$ cat config.mk
export PLATFORM = sky130hd
export DESIGN_NAME = sponge_seq_ctrl_flat
export DESIGN_NICKNAME = d
export VERILOG_FILES = /design/src/rtl/sponge_seq_ctrl_if.sv /design/src/rtl/sponge_seq_ctrl.sv /design/src/flat_wrapper.sv
export SDC_FILE = /design/constraint.sdc
export NUM_CORES = 1
export LEC_CHECK = 0
export CORE_AREA = 4 4 420 422
export DETAILED_ROUTE_END_ITERATION = 8
export DIE_AREA = 0 0 424 426
export GPL_ROUTABILITY_DRIVEN = 0
export PLACE_DENSITY_LB_ADDON = 0.1
export SYNTH_ARGS = -nofsm -noshare
export SYNTH_HDL_FRONTEND = slang
export SYNTH_SLANG_ARGS = --single-unit
$ cat constraint.sdc
create_clock -name clk -period 15.43 [get_ports clk]
set_input_delay 3.086 -clock clk [delete_from_list [all_inputs] [get_ports clk]]
set_output_delay 3.086 -clock clk [all_outputs]
set_load 0.02 [all_outputs]
$ cat src/rtl/sponge_seq_ctrl_if.sv
// Bus bundle for the sponge sequencer: message input stream, squeeze output
// stream and the start/done handshake with the permutation core.
//   master : the sequencer (drives in_ready, perm_*, out_valid/data/last)
//   slave  : the surrounding host/permutation side
interface sponge_seq_ctrl_if #(
  parameter int SWIDTH      = 320,
  parameter int RWIDTH      = 32,
  parameter int ROUND_COUNT = 10
) ();
  localparam int NBW = $clog2(RWIDTH/8) + 1;

  logic                   in_valid;
  logic                   in_ready;
  logic [RWIDTH-1:0]      in_data;
  logic                   in_last;
  logic [NBW-1:0]         in_nbytes;

  logic                   perm_start;
  logic [ROUND_COUNT-1:0] perm_rounds;
  logic [SWIDTH-1:0]      perm_state_out;
  logic [SWIDTH-1:0]      perm_state_in;
  logic                   perm_done;

  logic                   out_valid;
  logic                   out_ready;
  logic [RWIDTH-1:0]      out_data;
  logic                   out_last;

  modport master (
    input  in_valid, in_data, in_last, in_nbytes,
    output in_ready,
    output perm_start, perm_rounds, perm_state_out,
    input  perm_state_in, perm_done,
    output out_valid, out_data, out_last,
    input  out_ready
  );

  modport slave (
    output in_valid, in_data, in_last, in_nbytes,
    input  in_ready,
    input  perm_start, perm_rounds, perm_state_out,
    output perm_state_in, perm_done,
    input  out_valid, out_data, out_last,
    output out_ready
  );
endinterface

$ cat src/rtl/sponge_seq_ctrl.sv
// Sponge sequencer. Holds the only copy of the sponge state, runs the
// init permutation, absorbs padded message words, then squeezes out_words
// rate-width words, calling the shared permutation core between steps.
//   clk, reset        : clock, async active-high reset
//   start             : begin a hash (only honoured in IDLE)
//   init_state        : initial sponge state, captured on start
//   rounds_a/rounds_b : init/final and intermediate round counts
//   out_words         : number of squeeze words
//   busy, done        : hash in progress / one-cycle completion pulse
//   bus (master)      : message stream, output stream, permutation handshake
module sponge_seq_ctrl #(
  parameter int SWIDTH      = 320,
  parameter int RWIDTH      = 32,
  parameter int ROUND_COUNT = 10,
  parameter int OWIDTH      = 16
) (
  input  logic                   clk,
  input  logic                   reset,
  input  logic                   start,
  input  logic [SWIDTH-1:0]      init_state,
  input  logic [ROUND_COUNT-1:0] rounds_a,
  input  logic [ROUND_COUNT-1:0] rounds_b,
  input  logic [OWIDTH-1:0]      out_words,
  output logic                   busy,
  output logic                   done,
  sponge_seq_ctrl_if.master      bus
);
  localparam int RB  = RWIDTH / 8;
  localparam int NBW = $clog2(RB) + 1;
  localparam logic [RWIDTH-1:0] PAD_MSB = {8'h80, {(RWIDTH-8){1'b0}}};

  typedef enum logic [2:0] {
    IDLE, PERM_ISSUE, PERM_WAIT, ABSORB, PAD_WORD, SQUEEZE, FINISH
  } state_t;

  state_t                 fsm_q, fsm_d, ret_q, ret_d;
  logic [SWIDTH-1:0]      state_q, state_d;
  logic [ROUND_COUNT-1:0] ra_q, ra_d, rb_q, rb_d, prnd_q, prnd_d;
  logic [OWIDTH-1:0]      nw_q, nw_d, cnt_q, cnt_d;
  logic [RWIDTH-1:0]      pad_w;
  logic                   full_w, last_w;

  always_ff @(posedge clk or posedge reset) begin
    if (reset) begin
      fsm_q   <= IDLE;
      ret_q   <= IDLE;
      state_q <= '0;
      ra_q    <= '0;
      rb_q    <= '0;
      prnd_q  <= '0;
      nw_q    <= '0;
      cnt_q   <= '0;
    end else begin
      fsm_q   <= fsm_d;
      ret_q   <= ret_d;
      state_q <= state_d;
      ra_q    <= ra_d;
      rb_q    <= rb_d;
      prnd_q  <= prnd_d;
      nw_q    <= nw_d;
      cnt_q   <= cnt_d;
    end
  end

  // Short last word: keep bytes below in_nbytes, put 0x80 in byte in_nbytes.
  // Byte 0 sits at the MSBs.
  always_comb begin
    pad_w = '0;
    for (int i = 0; i < RB; i++) begin
      if (i < int'(bus.in_nbytes))
        pad_w[RWIDTH-1-8*i -: 8] = bus.in_data[RWIDTH-1-8*i -: 8];
      else if (i == int'(bus.in_nbytes))
        pad_w[RWIDTH-1-8*i -: 8] = 8'h80;
    end
  end

  assign full_w = (bus.in_nbytes == NBW'(RB));
  // Only meaningful in SQUEEZE with nw_q != 0, so nw_q-1 never underflows there.
  assign last_w = (cnt_q == nw_q - OWIDTH'(1));

  always_comb begin
    fsm_d          = fsm_q;
    ret_d          = ret_q;
    state_d        = state_q;
    ra_d           = ra_q;
    rb_d           = rb_q;
    prnd_d         = prnd_q;
    nw_d           = nw_q;
    cnt_d          = cnt_q;
    bus.in_ready   = 1'b0;
    bus.out_valid  = 1'b0;
    bus.perm_start = 1'b0;
    case (fsm_q)
      IDLE: begin
        if (start) begin
          state_d = init_state;
          ra_d    = rounds_a;
          rb_d    = rounds_b;
          nw_d    = out_words;
          cnt_d   = '0;
          prnd_d  = rounds_a;
          ret_d   = ABSORB;
          fsm_d   = PERM_ISSUE;
        end
      end
      PERM_ISSUE: begin
        bus.perm_start = 1'b1;
        fsm_d          = PERM_WAIT;
      end
      PERM_WAIT: begin
        if (bus.perm_done) begin
          state_d = bus.perm_state_in;
          fsm_d   = ret_q;
        end
      end
      ABSORB: begin
        bus.in_ready = 1'b1;
        if (bus.in_valid) begin
          fsm_d = PERM_ISSUE;
          if (!bus.in_last) begin
            state_d[SWIDTH-1 -: RWIDTH] = state_q[SWIDTH-1 -: RWIDTH] ^ bus.in_data;
            prnd_d = rb_q;
            ret_d  = ABSORB;
          end else if (!full_w) begin
            state_d[SWIDTH-1 -: RWIDTH] = state_q[SWIDTH-1 -: RWIDTH] ^ pad_w;
            prnd_d = ra_q;
            ret_d  = SQUEEZE;
          end else begin
            // Full last word: padding needs a whole extra block.
            state_d[SWIDTH-1 -: RWIDTH] = state_q[SWIDTH-1 -: RWIDTH] ^ bus.in_data;
            prnd_d = rb_q;
            ret_d  = PAD_WORD;
          end
        end
      end
      PAD_WORD: begin
        state_d[SWIDTH-1 -: RWIDTH] = state_q[SWIDTH-1 -: RWIDTH] ^ PAD_MSB;
        prnd_d = ra_q;
        ret_d  = SQUEEZE;
        fsm_d  = PERM_ISSUE;
      end
      SQUEEZE: begin
        if (nw_q == '0) begin
          fsm_d = FINISH;
        end else begin
          bus.out_valid = 1'b1;
          if (bus.out_ready) begin
            cnt_d = cnt_q + OWIDTH'(1);
            if (last_w) begin
              fsm_d = FINISH;
            end else begin
              prnd_d = rb_q;
              ret_d  = SQUEEZE;
              fsm_d  = PERM_ISSUE;
            end
          end
        end
      end
      FINISH:  fsm_d = IDLE;
      default: fsm_d = IDLE;
    endcase
  end

  assign bus.perm_rounds    = prnd_q;
  assign bus.perm_state_out = state_q;
  assign bus.out_data       = state_q[SWIDTH-1 -: RWIDTH];
  assign bus.out_last       = bus.out_valid && last_w;
  assign busy               = (fsm_q != IDLE) && (fsm_q != FINISH);
  assign done               = (fsm_q == FINISH);
endmodule
$ cat src/flat_wrapper.sv
// flat-port wrapper written by rule: the top's interface ports become plain ports
module sponge_seq_ctrl_flat 
#(
  parameter int SWIDTH      = 320,
  parameter int RWIDTH      = 32,
  parameter int ROUND_COUNT = 10,
  parameter int OWIDTH      = 16
)
  (clk, reset, start, init_state, rounds_a, rounds_b, out_words, busy, done, bus_in_valid, bus_in_data, bus_in_last, bus_in_nbytes, bus_in_ready, bus_perm_start, bus_perm_rounds, bus_perm_state_out, bus_perm_state_in, bus_perm_done, bus_out_valid, bus_out_data, bus_out_last, bus_out_ready);
  sponge_seq_ctrl_if #(.SWIDTH(SWIDTH), .RWIDTH(RWIDTH), .ROUND_COUNT(ROUND_COUNT)) bus_i ();
  input  logic clk;
  input  logic reset;
  input  logic start;
  input  logic [SWIDTH-1:0] init_state;
  input  logic [ROUND_COUNT-1:0] rounds_a;
  input  logic [ROUND_COUNT-1:0] rounds_b;
  input  logic [OWIDTH-1:0] out_words;
  output logic busy;
  output logic done;
  input wire logic [$bits(bus_i.in_valid)-1:0] bus_in_valid;
  input wire logic [$bits(bus_i.in_data)-1:0] bus_in_data;
  input wire logic [$bits(bus_i.in_last)-1:0] bus_in_last;
  input wire logic [$bits(bus_i.in_nbytes)-1:0] bus_in_nbytes;
  output wire logic [$bits(bus_i.in_ready)-1:0] bus_in_ready;
  output wire logic [$bits(bus_i.perm_start)-1:0] bus_perm_start;
  output wire logic [$bits(bus_i.perm_rounds)-1:0] bus_perm_rounds;
  output wire logic [$bits(bus_i.perm_state_out)-1:0] bus_perm_state_out;
  input wire logic [$bits(bus_i.perm_state_in)-1:0] bus_perm_state_in;
  input wire logic [$bits(bus_i.perm_done)-1:0] bus_perm_done;
  output wire logic [$bits(bus_i.out_valid)-1:0] bus_out_valid;
  output wire logic [$bits(bus_i.out_data)-1:0] bus_out_data;
  output wire logic [$bits(bus_i.out_last)-1:0] bus_out_last;
  input wire logic [$bits(bus_i.out_ready)-1:0] bus_out_ready;
  assign bus_i.in_valid = bus_in_valid;
  assign bus_i.in_data = bus_in_data;
  assign bus_i.in_last = bus_in_last;
  assign bus_i.in_nbytes = bus_in_nbytes;
  assign bus_in_ready = bus_i.in_ready;
  assign bus_perm_start = bus_i.perm_start;
  assign bus_perm_rounds = bus_i.perm_rounds;
  assign bus_perm_state_out = bus_i.perm_state_out;
  assign bus_i.perm_state_in = bus_perm_state_in;
  assign bus_i.perm_done = bus_perm_done;
  assign bus_out_valid = bus_i.out_valid;
  assign bus_out_data = bus_i.out_data;
  assign bus_out_last = bus_i.out_last;
  assign bus_i.out_ready = bus_out_ready;
  sponge_seq_ctrl #(.SWIDTH(SWIDTH), .RWIDTH(RWIDTH), .ROUND_COUNT(ROUND_COUNT), .OWIDTH(OWIDTH)) u_core (.clk(clk), .reset(reset), .start(start), .init_state(init_state), .rounds_a(rounds_a), .rounds_b(rounds_b), .out_words(out_words), .busy(busy), .done(done), .bus(bus_i));
endmodule
==> results of run 1 <==
worst max-delay path: stages, from the launching register on:
cell and delay, ns:
dfrtp_1 0.41, inv_1 0.12, ha_1 0.46, nor2b_1 0.18, o21ai_0 0.09, a311oi_1 0.27, nand4_1 0.18, or4_4 0.56
nor2_1 0.09, nor4bb_1 0.23, clkdlybuf4s50_1 0.73
through the flow:
step	util, %	power [W]	worst slack, ns	hold slack (ns)
final	19.95	0.006851	8.366	0.4716
after global routing	19.94	0.007342	8.053	0.4962
after CTS	19.93	0.007056	8.245	0.4819
after detailed placement	18.81	0.005613	8.672	0.4693
after global placement	18.81	0.005618	8.743	0.4598
after floorplan	-	0.003743	1.560	0.4518
state kept, by name, summed over array words and instances (netlist names):
register and count:
u_core.bus.perm_rounds 10, u_core.bus.perm_state_out 320, u_core.cnt_q 16, u_core.fsm_q 3, u_core.nw_q 16, u_core.ra_q 10
u_core.rb_q 10, u_core.ret_q 3
report_power, final:
group	total (W)	switching, W	internal (W)
logic	0.00365	0.00211	0.00154
clock network	0.00137	0.000543	0.000824
registers	0.00183	0.000327	0.00151
cell usage in the layout, fill, tap and decap left out, types with 13 or more instances in the layout:
cell type,Yosys,layout
nor2_1,55,53
xnor2_1,15,15
nand2_1,340,339
mux2i_1,300,300
diode_2,0,13
o21ai_0,371,371
a221oi_1,25,25
xor2_1,18,18
clkbuf_16,0,56
buf_4,32,26
mux2_2,37,37
a21oi_1,55,54
a211oi_1,14,14
inv_1,15,14
clkdlybuf4s50_1,0,1085
clkbuf_8,1,16
nor3_1,33,32
dfrtp_1,388,388
how the worst max path moves through the flow:
| stage | from | to | slack, ns |
|---|---|---|---|
| floorplan | reset | u_core.bus.perm_rounds[0] | 1.56 |
| global placement | start | u_core.bus.perm_state_out[192] | 8.74 |
| detailed placement | start | u_core.bus.perm_state_out[181] | 8.67 |
| CTS | u_core.nw_q[0] | bus_out_last | 8.24 |
| global route | u_core.nw_q[0] | bus_out_last | 8.05 |
| finish | u_core.nw_q[0] | bus_out_last | 8.37 |
layer usage:
layer | GRT usage [%] | up-vias
met3 | 3.963 | 152
met5 | 0 | -
li1 | - | 8867
met2 | 23.47 | 611
met1 | 15.02 | 8613
met4 | 4.043 | 20
cell type report:
cell class | count | area, um2
fill | 19250 | 138500
inverter | 16 | 67.56
timing repair buffer | 1113 | 11100
clock inverter | 21 | 280.3
sequential | 388 | 9709
antenna | 13 | 32.53
multi-input combinational | 1372 | 8776
tap | 2325 | 2909
clock buffer | 79 | 1648
logic make-up (layout without fill, tap and decap cells):
family / after synthesis / count (layout) / synth area share (%)
compound gates: 510 / 510 / 14.70
mux: 345 / 345 / 18.30
simple gates: 482 / 482 / 10.52
flops: 388 / 388 / 50.20
xor+xnor: 33 / 33 / 1.494
buf+inv: 195 / 1229 / 4.658
fa+ha+maj: 2 / 2 / 0.1294
other cells: 0 / 13 / 0
==> flow_summary_export.csv, run 1 <==
group,metric,value,unit
sta,finalCriticalPeriod,7.064,ns
grt,grt_pass1_wl,165500,um
hold_path,worstHoldPathType,"reg -> reg",
cts,cts_setup_buffers,0,
cts,clk_path_buf_depth,3,
synthesis,synth_nets,2675,
drt,wl_met1,47960,um
setup_path,cp.required,12.34,ns
place,hpwl,100900,um
synthesis,synth.largest_area_cell,"dfrtp_1",
final_layout,drive_gt1_share,6.290,%
sta,final_max_slew_viol_count,0,
synthesis,ys_top_cells_by_area,"dfrtp_1 50%, mux2i_1 16%, o21ai_0 9.6%, nand2_1 6.6%, clkbuf_1 2.6%",
grt,antenna_found_initial,44,
grt,grt_pass1_vias,19090,
sta,tns,0,ns
setup_path,reg2reg_depth,9,
die,fp.coreArea,173100,um2
power_and_ir_drop,ir_drop,0.00009154,V
place,numPortBuffers,1085,
cts,h-tree-depth,2,
sta,slew_headroom,15.93,%
setup_path,reg2reg_to,"u_core.bus.perm_state_out[130]",
setup_path,endpoint_kind,"primary output",
sta,clock_skew,0.02613,ns
place,dpl_cell_area,32560,um2
hold_path,min_to,"u_core.bus.perm_state_out[40]",
hold_path,hold_depth,2,
drt,wl_met3,9065,um
synthesis,synth_top_area_share,50.20,%
die,start_util,11.18,%
setup_path,r2r_setup_slack,10.93,ns
final_layout,fin_nets,3666,
drt,vias_per_cell,3.428,
drt,via_count,18260,
synthesis,synth-seq-cells,388,
drt,wl_met2,63900,um
cts,clock_sinks,388,
synthesis,ys_types,63,
grt,grt_max_degree,106,
synthesis,synthTopCellsByCount,"388 x dfrtp_1, 371 x o21ai_0, 340 x nand2_1, 300 x mux2i_1, 136 x clkbuf_1",
synthesis,syn_area,19340,um2
drt,top_layer_used,"met5",
final_layout,area_growth,78.47,%
sta,rsz0062_at_grt,"no",
die,dieWidth,424,um
outcome,status,"finished, final reports clean",
synthesis,synth_edf_count,0,
power_and_ir_drop,p_leak,13.31,nW
cts,cts_tree,"yes",
sta,post-route-period-util,45.78,%
synthesis,yosysMostFrequentCell,"dfrtp_1",
cts,numCtsBuffers,55,
cts,postCtsHoldBufs,0,
synthesis,ys_seq_area_share,50.20,%
drt,drc_errors,0,
synthesis,async_reset_ff_share,100.0,%
setup_path,start_kind,"register",
die,die_area,180600,um2
drt,routedWlPerCell,23.42,um
setup_path,critical_path_class,"reg -> out",
sta,final-setup-viol-count,0,
die,num_rows,153,
drt,postRouteAntennaNets,0,
cts,clock_latency,0.64,ns
final_layout,stdcell_area,34520,um2
sta,worst_slew_pin_slew,1.261,ns
setup_path,rr_startpoint,"u_core.fsm_q[2]",
flow_run,maxCapViolations,0,
die,die_h,426,um
grt,grtUsageTotal,13.16,%
synthesis,syn_avg_cell_area,9.893,um2
cts,root_buffer,"clkbuf_16",
die,io-pin-count,1086,
drt,first_pass_iters,5,
cts,post_cts_resized,0,
drt,wirelength,124800,um
synthesis,synth_top_flop_cell,"dfrtp_1",
synthesis,ys_warn_count,0,
synthesis,syn_inst,1955,
hold_path,hold_start,"u_core.bus.perm_state_out[40]",
final_layout,stdcell_count,5327,
setup_path,path_max_fanout,12,
setup_path,arrival,3.98,ns
sta,fmax,141.6,MHz
sta,hold_viol,0,
power_and_ir_drop,pwr_density_cell,198.5,nW/um2
cts,clk_pin_slew,0.06,ns
place,dp.cells,5214,
drt,drtIter0Drc,1004,
grt,grt_overflow,0,
(Power assumes the default switching activity.)
==> run 2, diff against run 1 <==
==> constraint.sdc (replaced) <==
create_clock -name clk -period 6.8 [get_ports clk]
set_input_delay 1.36 -clock clk [delete_from_list [all_inputs] [get_ports clk]]
set_output_delay 1.36 -clock clk [all_outputs]
set_load 0.02 [all_outputs]
==> run 2 against run 1 <==
Compared with the run above: utilization grew 0.099 points; largest cell class unchanged; non-clock buffer count is 4 higher; largest power group unchanged; critical path depth did not move; sequential share of layout area shrank 0.14 points; global-route usage rose by 0.22 points; clock power up 130%; highest routed layer unchanged; design area up 0.50%.
==> flow_summary_export.csv, run 2 (synthesized netlist as in run 1, its figures left out) <==
group,metric,value,unit
outcome,status,"finished, final reports clean",
drt,routedWlPerCell,23.70,um
die,dieWidth,424,um
final_layout,area_growth,79.36,%
cts,clock_latency,0.64,ns
sta,slew_headroom,30.84,%
cts,clk_path_buf_depth,3,
setup_path,start_kind,"register",
sta,hold_viol,0,
die,die_area,180600,um2
setup_path,arrival,3.96,ns
sta,worst_slew_pin_slew,1.037,ns
place,hpwl,102400,um
drt,drc_errors,0,
place,numPortBuffers,1085,
cts,postCtsHoldBufs,0,
hold_path,worstHoldPathType,"reg -> reg",
drt,drtIter0Drc,992,
setup_path,path_max_fanout,12,
die,fp.coreArea,173100,um2
setup_path,critical_path_class,"reg -> out",
grt,met3_usage,3.767,%
sta,tns,0,ns
die,die_h,426,um
sta,finalCriticalPeriod,5.317,ns
final_layout,drive_gt1_share,6.536,%
cts,h-tree-depth,2,
power_and_ir_drop,ir_drop,0.0002067,V
cts,post_cts_resized,0,
flow_run,maxCapViolations,0,
die,start_util,11.18,%
place,dpl_cell_area,32680,um2
grt,antenna_found_initial,44,
grt,grt.met1_usage,15.63,%
grt,grt_pass1_wl,168900,um
grt,grt_overflow,0,
final_layout,stdcell_area,34690,um2
sta,post-route-period-util,78.18,%
sta,final_max_slew_viol_count,0,
sta,final-setup-viol-count,0,
drt,wirelength,126400,um
cts,clk_pin_slew,0.06,ns
die,io-pin-count,1086,
final_layout,layout_common_cells,"1085 x clkdlybuf4s50_1, 388 x dfrtp_1, 371 x o21ai_0, 339 x nand2_1, 300 x mux2i_1",
grt,use_met2,24.47,%
drt,first_pass_iters,5,
drt,postRouteAntennaNets,0,
power_and_ir_drop,pwr_density_cell,452.5,nW/um2
grt,busiest_layer,"met2",
power_and_ir_drop,p_leak,13.39,nW
drt,vias_per_cell,3.460,
setup_path,endpoint_kind,"primary output",
cts,cts_setup_buffers,0,
sta,fmax,188.1,MHz
drt,via_count,18450,
sta,clock_skew,0.03752,ns
grt,grtUsageTotal,13.38,%
final_layout,fin_nets,3672,
final_layout,final_common_cell,"clkdlybuf4s50_1",
cts,numCtsBuffers,57,
final_layout,largest_register_ffs,320,
die,num_rows,153,
cts,clock_sinks,388,
cts,root_buffer,"clkbuf_16",
cts,cts_tree,"yes",
grt,grt_pass1_vias,19070,
setup_path,cp.required,5.44,ns
sta,rsz0062_at_grt,"no",
grt,grt_max_degree,214,
==> run 2: cell count changes in the layout (fill, tap and decap cells not counted), sizes merged <==
cell / delta
buf: +4
diode: -4
clkinv: +2
bufinv: +1
clkbuf: +1
clkinvlp: +1
inv: +1
==> run 2: worst max-delay path: stages, from the launching register on <==
cell	delay, ns
dfrtp_1	0.41
inv_1	0.11
ha_1	0.45
nor2b_1	0.18
o21ai_0	0.09
a311oi_1	0.27
nand4_1	0.18
or4_4	0.56
nor2_1	0.09
nor4bb_1	0.26
clkdlybuf4s50_1	0.71
==> run 2: layout make-up <==
class / instances / area (um2)
inverters: 16 / 63.81
fillers: 19180 / 138400
diodes: 9 / 22.52
repair buffers: 1117 / 11230
clock buffers: 80 / 1653
well taps: 2325 / 2909
clock inverters: 26 / 330.3
multi-input cells: 1372 / 8776
flip-flops and latches: 388 / 9709
==> run 2: per-layer routing <==
layer  wire, um  vias up
met5         86        -
met4       2130       12
met3       8327      135
met2      66150      638
met1      49720     8783
li1           -     8886
==> run 2: power by group <==
group | internal, W | switching (W)
clock network | 0.00192 | 0.00127
logic | 0.00354 | 0.00479
registers | 0.00342 | 0.000757
==> run 2: metrics by stage <==
stage / hold slack (ns) / instances / setup WS (ns) / util, % / power, W
global placement: 0.4612 / 5218 / 2.069 / 18.89 / 0.01281
CTS: 0.4824 / 5324 / 1.317 / 20.03 / 0.01615
global route: 0.4889 / 5324 / 1.145 / 20.03 / 0.01679
detailed placement: 0.4694 / 5218 / 2.047 / 18.89 / 0.01278
floorplan: 0.4518 / 1955 / 0.2221 / - / 0.008494
finish: 0.4761 / 5333 / 1.483 / 20.05 / 0.01570
==> run 2: final timing paths <==
| check | from | to | slack, ns | cells after the start |
|---|---|---|---|---|
| setup reg to reg | u_core.nw_q[0] | u_core.bus.perm_rounds[6] | 3.43 | 10 |
| max in group asynchronous | reset | u_core.bus.perm_state_out[300] | 4.12 | 4 |
| min in group asynchronous | reset | u_core.bus.perm_state_out[94] | 1.18 | 2 |
| hold / removal | u_core.bus.perm_state_out[286] | u_core.bus.perm_state_out[286] | 0.48 | 2 |
| setup / recovery | u_core.nw_q[0] | bus_out_last | 1.48 | 10 |
| hold reg to reg | u_core.bus.perm_state_out[286] | u_core.bus.perm_state_out[286] | 0.48 | 2 |
==> run 3, diff against run 2 <==
==> constraint.sdc (replaced) <==
create_clock -name clk -period 5.5 [get_ports clk]
set_input_delay 1.1 -clock clk [delete_from_list [all_inputs] [get_ports clk]]
set_output_delay 1.1 -clock clk [all_outputs]
set_load 0.02 [all_outputs]
==> run 3 against run 2 <==
Compared with the run above: via count fell by 0.79%; design area barely moved; critical path depth did not move; combinational power rose by 24%; wire length barely moved; non-clock buffer count rose by 6; setup slack got worse by 1.2 ns; count of clock-buffer cells in the layout rose by 4; clock skew fell by 0.0012 ns; power rose by 23%; first-iteration DRC count fell by 0.71%.
==> flow_summary_export.csv, run 3 (synthesized netlist as in run 1, its figures left out) <==
group,metric,value,unit
outcome,status,"finished, final reports clean",
sta,fmax,192.7,MHz
cts,cts_tree,"yes",
cts,root_buffer,"clkbuf_16",
sta,final-setup-viol-count,0,
die,die_area,180600,um2
grt,grt_pass1_wl,168500,um
setup_path,critical_path_class,"reg -> out",
cts,clk_path_buf_depth,3,
die,num_rows,153,
drt,via_count,18310,
sta,post-route-period-util,94.36,%
drt,first_pass_iters,6,
sta,final_max_slew_viol_count,0,
power_and_ir_drop,ir_drop,0.0002611,V
drt,drtIter0Drc,985,
final_layout,largest_register_ffs,320,
cts,clock_latency,0.65,ns
cts,cts_setup_buffers,0,
die,fp.coreArea,173100,um2
cts,clk_pin_slew,0.06,ns
setup_path,crit_chain,"inv_1 -> ha_1 -> nor2b_1 -> o21ai_0 -> a311oi_1 -> nand4_1 -> or4_4 -> nor2_1 -> nor4bb_1 -> clkdlybuf4s50_1",
grt,grtUsageTotal,13.37,%
final_layout,drive_gt1_share,6.533,%
grt,grt_max_degree,192,
setup_path,path_max_fanout,12,
sta,finalCriticalPeriod,5.190,ns
setup_path,startpoint,"u_core.nw_q[0]",
grt,grt_overflow,0,
final_layout,fin_nets,3677,
sta,hold_viol,0,
setup_path,critPathTopFamily,"simple AND/OR/NAND/NOR gates",
sta,rsz0062_at_grt,"no",
cts,clock_sinks,388,
cts,h-tree-depth,2,
place,numPortBuffers,1085,
hold_path,hold_start,"u_core.bus.perm_state_out[10]",
grt,antenna_found_initial,43,
die,die_h,426,um
final_layout,fin_util,20.04,%
sta,tns,0,ns
setup_path,arrival,4.09,ns
setup_path,start_kind,"register",
setup_path,path_buf_inv,2,
power_and_ir_drop,pwr_density_cell,558.1,nW/um2
setup_path,critPathMaxStageDelay,0.74,ns
drt,vias_per_cell,3.433,
flow_run,maxCapViolations,0,
die,start_util,11.18,%
setup_path,cp.required,4.40,ns
final_layout,num-fill-cells,19190,
cts,post_cts_resized,0,
place,hpwl,103000,um
setup_path,rr_startpoint,"u_core.nw_q[0]",
grt,grt_pass1_vias,19140,
sta,clock_skew,0.03627,ns
drt,routedWlPerCell,23.73,um
cts,postCtsHoldBufs,0,
drt,drc_errors,0,
final_layout,final_common_cell,"clkdlybuf4s50_1",
sta,worst_slew_pin_slew,1.128,ns
cts,numCtsBuffers,56,
setup_path,cp_slowest_cell,"clkdlybuf4s50_1",
die,dieWidth,424,um
final_layout,layout_common_cells,"1085 x clkdlybuf4s50_1, 388 x dfrtp_1, 371 x o21ai_0, 339 x nand2_1, 300 x mux2i_1",
sta,worst_hold_slack,0.4752,ns
sta,slew_headroom,24.81,%
hold_path,worstHoldPathType,"reg -> reg",
drt,wirelength,126500,um
die,io-pin-count,1086,
final_layout,area_growth,79.32,%
setup_path,endpoint_kind,"primary output",
power_and_ir_drop,p_leak,13.37,nW
drt,postRouteAntennaNets,0,
## run 3: final cells by class
type | count | area, um2 | share of cell area (%)
inverters | 16 | 63.81 | 0.1840
diodes | 8 | 20.02 | 0.05772
well taps | 2325 | 2909 | 8.388
flip-flops and latches | 388 | 9709 | 28.00
multi-input cells | 1372 | 8776 | 25.30
clock buffers | 84 | 1687 | 4.863
clock inverters | 17 | 246.5 | 0.7107
repair buffers | 1123 | 11270 | 32.50
## run 3: final timing paths
path	to	slack [ns]	cells past startpoint
worst max-delay path	bus_out_last	0.31	10
worst min-delay path	u_core.bus.perm_state_out[10]	0.48	2
worst max register to register	u_core.bus.perm_rounds[5]	2.05	10
worst min register to register	u_core.bus.perm_state_out[10]	0.48	2
max in group asynchronous	u_core.bus.perm_state_out[261]	3.40	3
min in group asynchronous	u_core.bus.perm_state_out[98]	0.93	2
## run 3: metal layers
layer	wire [um]	vias up	GRT usage [%]
met3	7735	139	3.585
met1	50300	8677	15.57
met5	108	-	0
met4	2335	16	2.540
met2	66050	604	24.55
li1	-	8873	-
## run 3: per-stage QoR
stage	std cells	total power [W]	setup slack [ns]	cell area [um2]
detailed placement	5224	0.01585	0.9833	32730
global route	5328	0.02071	0.04565	34670
CTS	5325	0.01994	0.2409	34660
global placement	5224	0.01589	1.055	32730
floorplan	1955	0.01050	-0.8179	19340
finish	5333	0.01935	0.3105	34680
## run 3: power breakdown
group          internal (W)  switching [W]
Combinational       0.00438        0.00594
Clock               0.00230        0.00156
Sequential          0.00422       0.000942
## run 3: worst register-to-register path, cell delays in order, from the launching register on
cell	delay, ns
dfrtp_1	0.42
inv_1	0.12
ha_1	0.45
nor2b_1	0.18
o21ai_0	0.09
a311oi_1	0.27
nand4_1	0.20
or4_4	0.57
o32ai_2	0.31
a21o_4	0.35
mux2_2	0.38
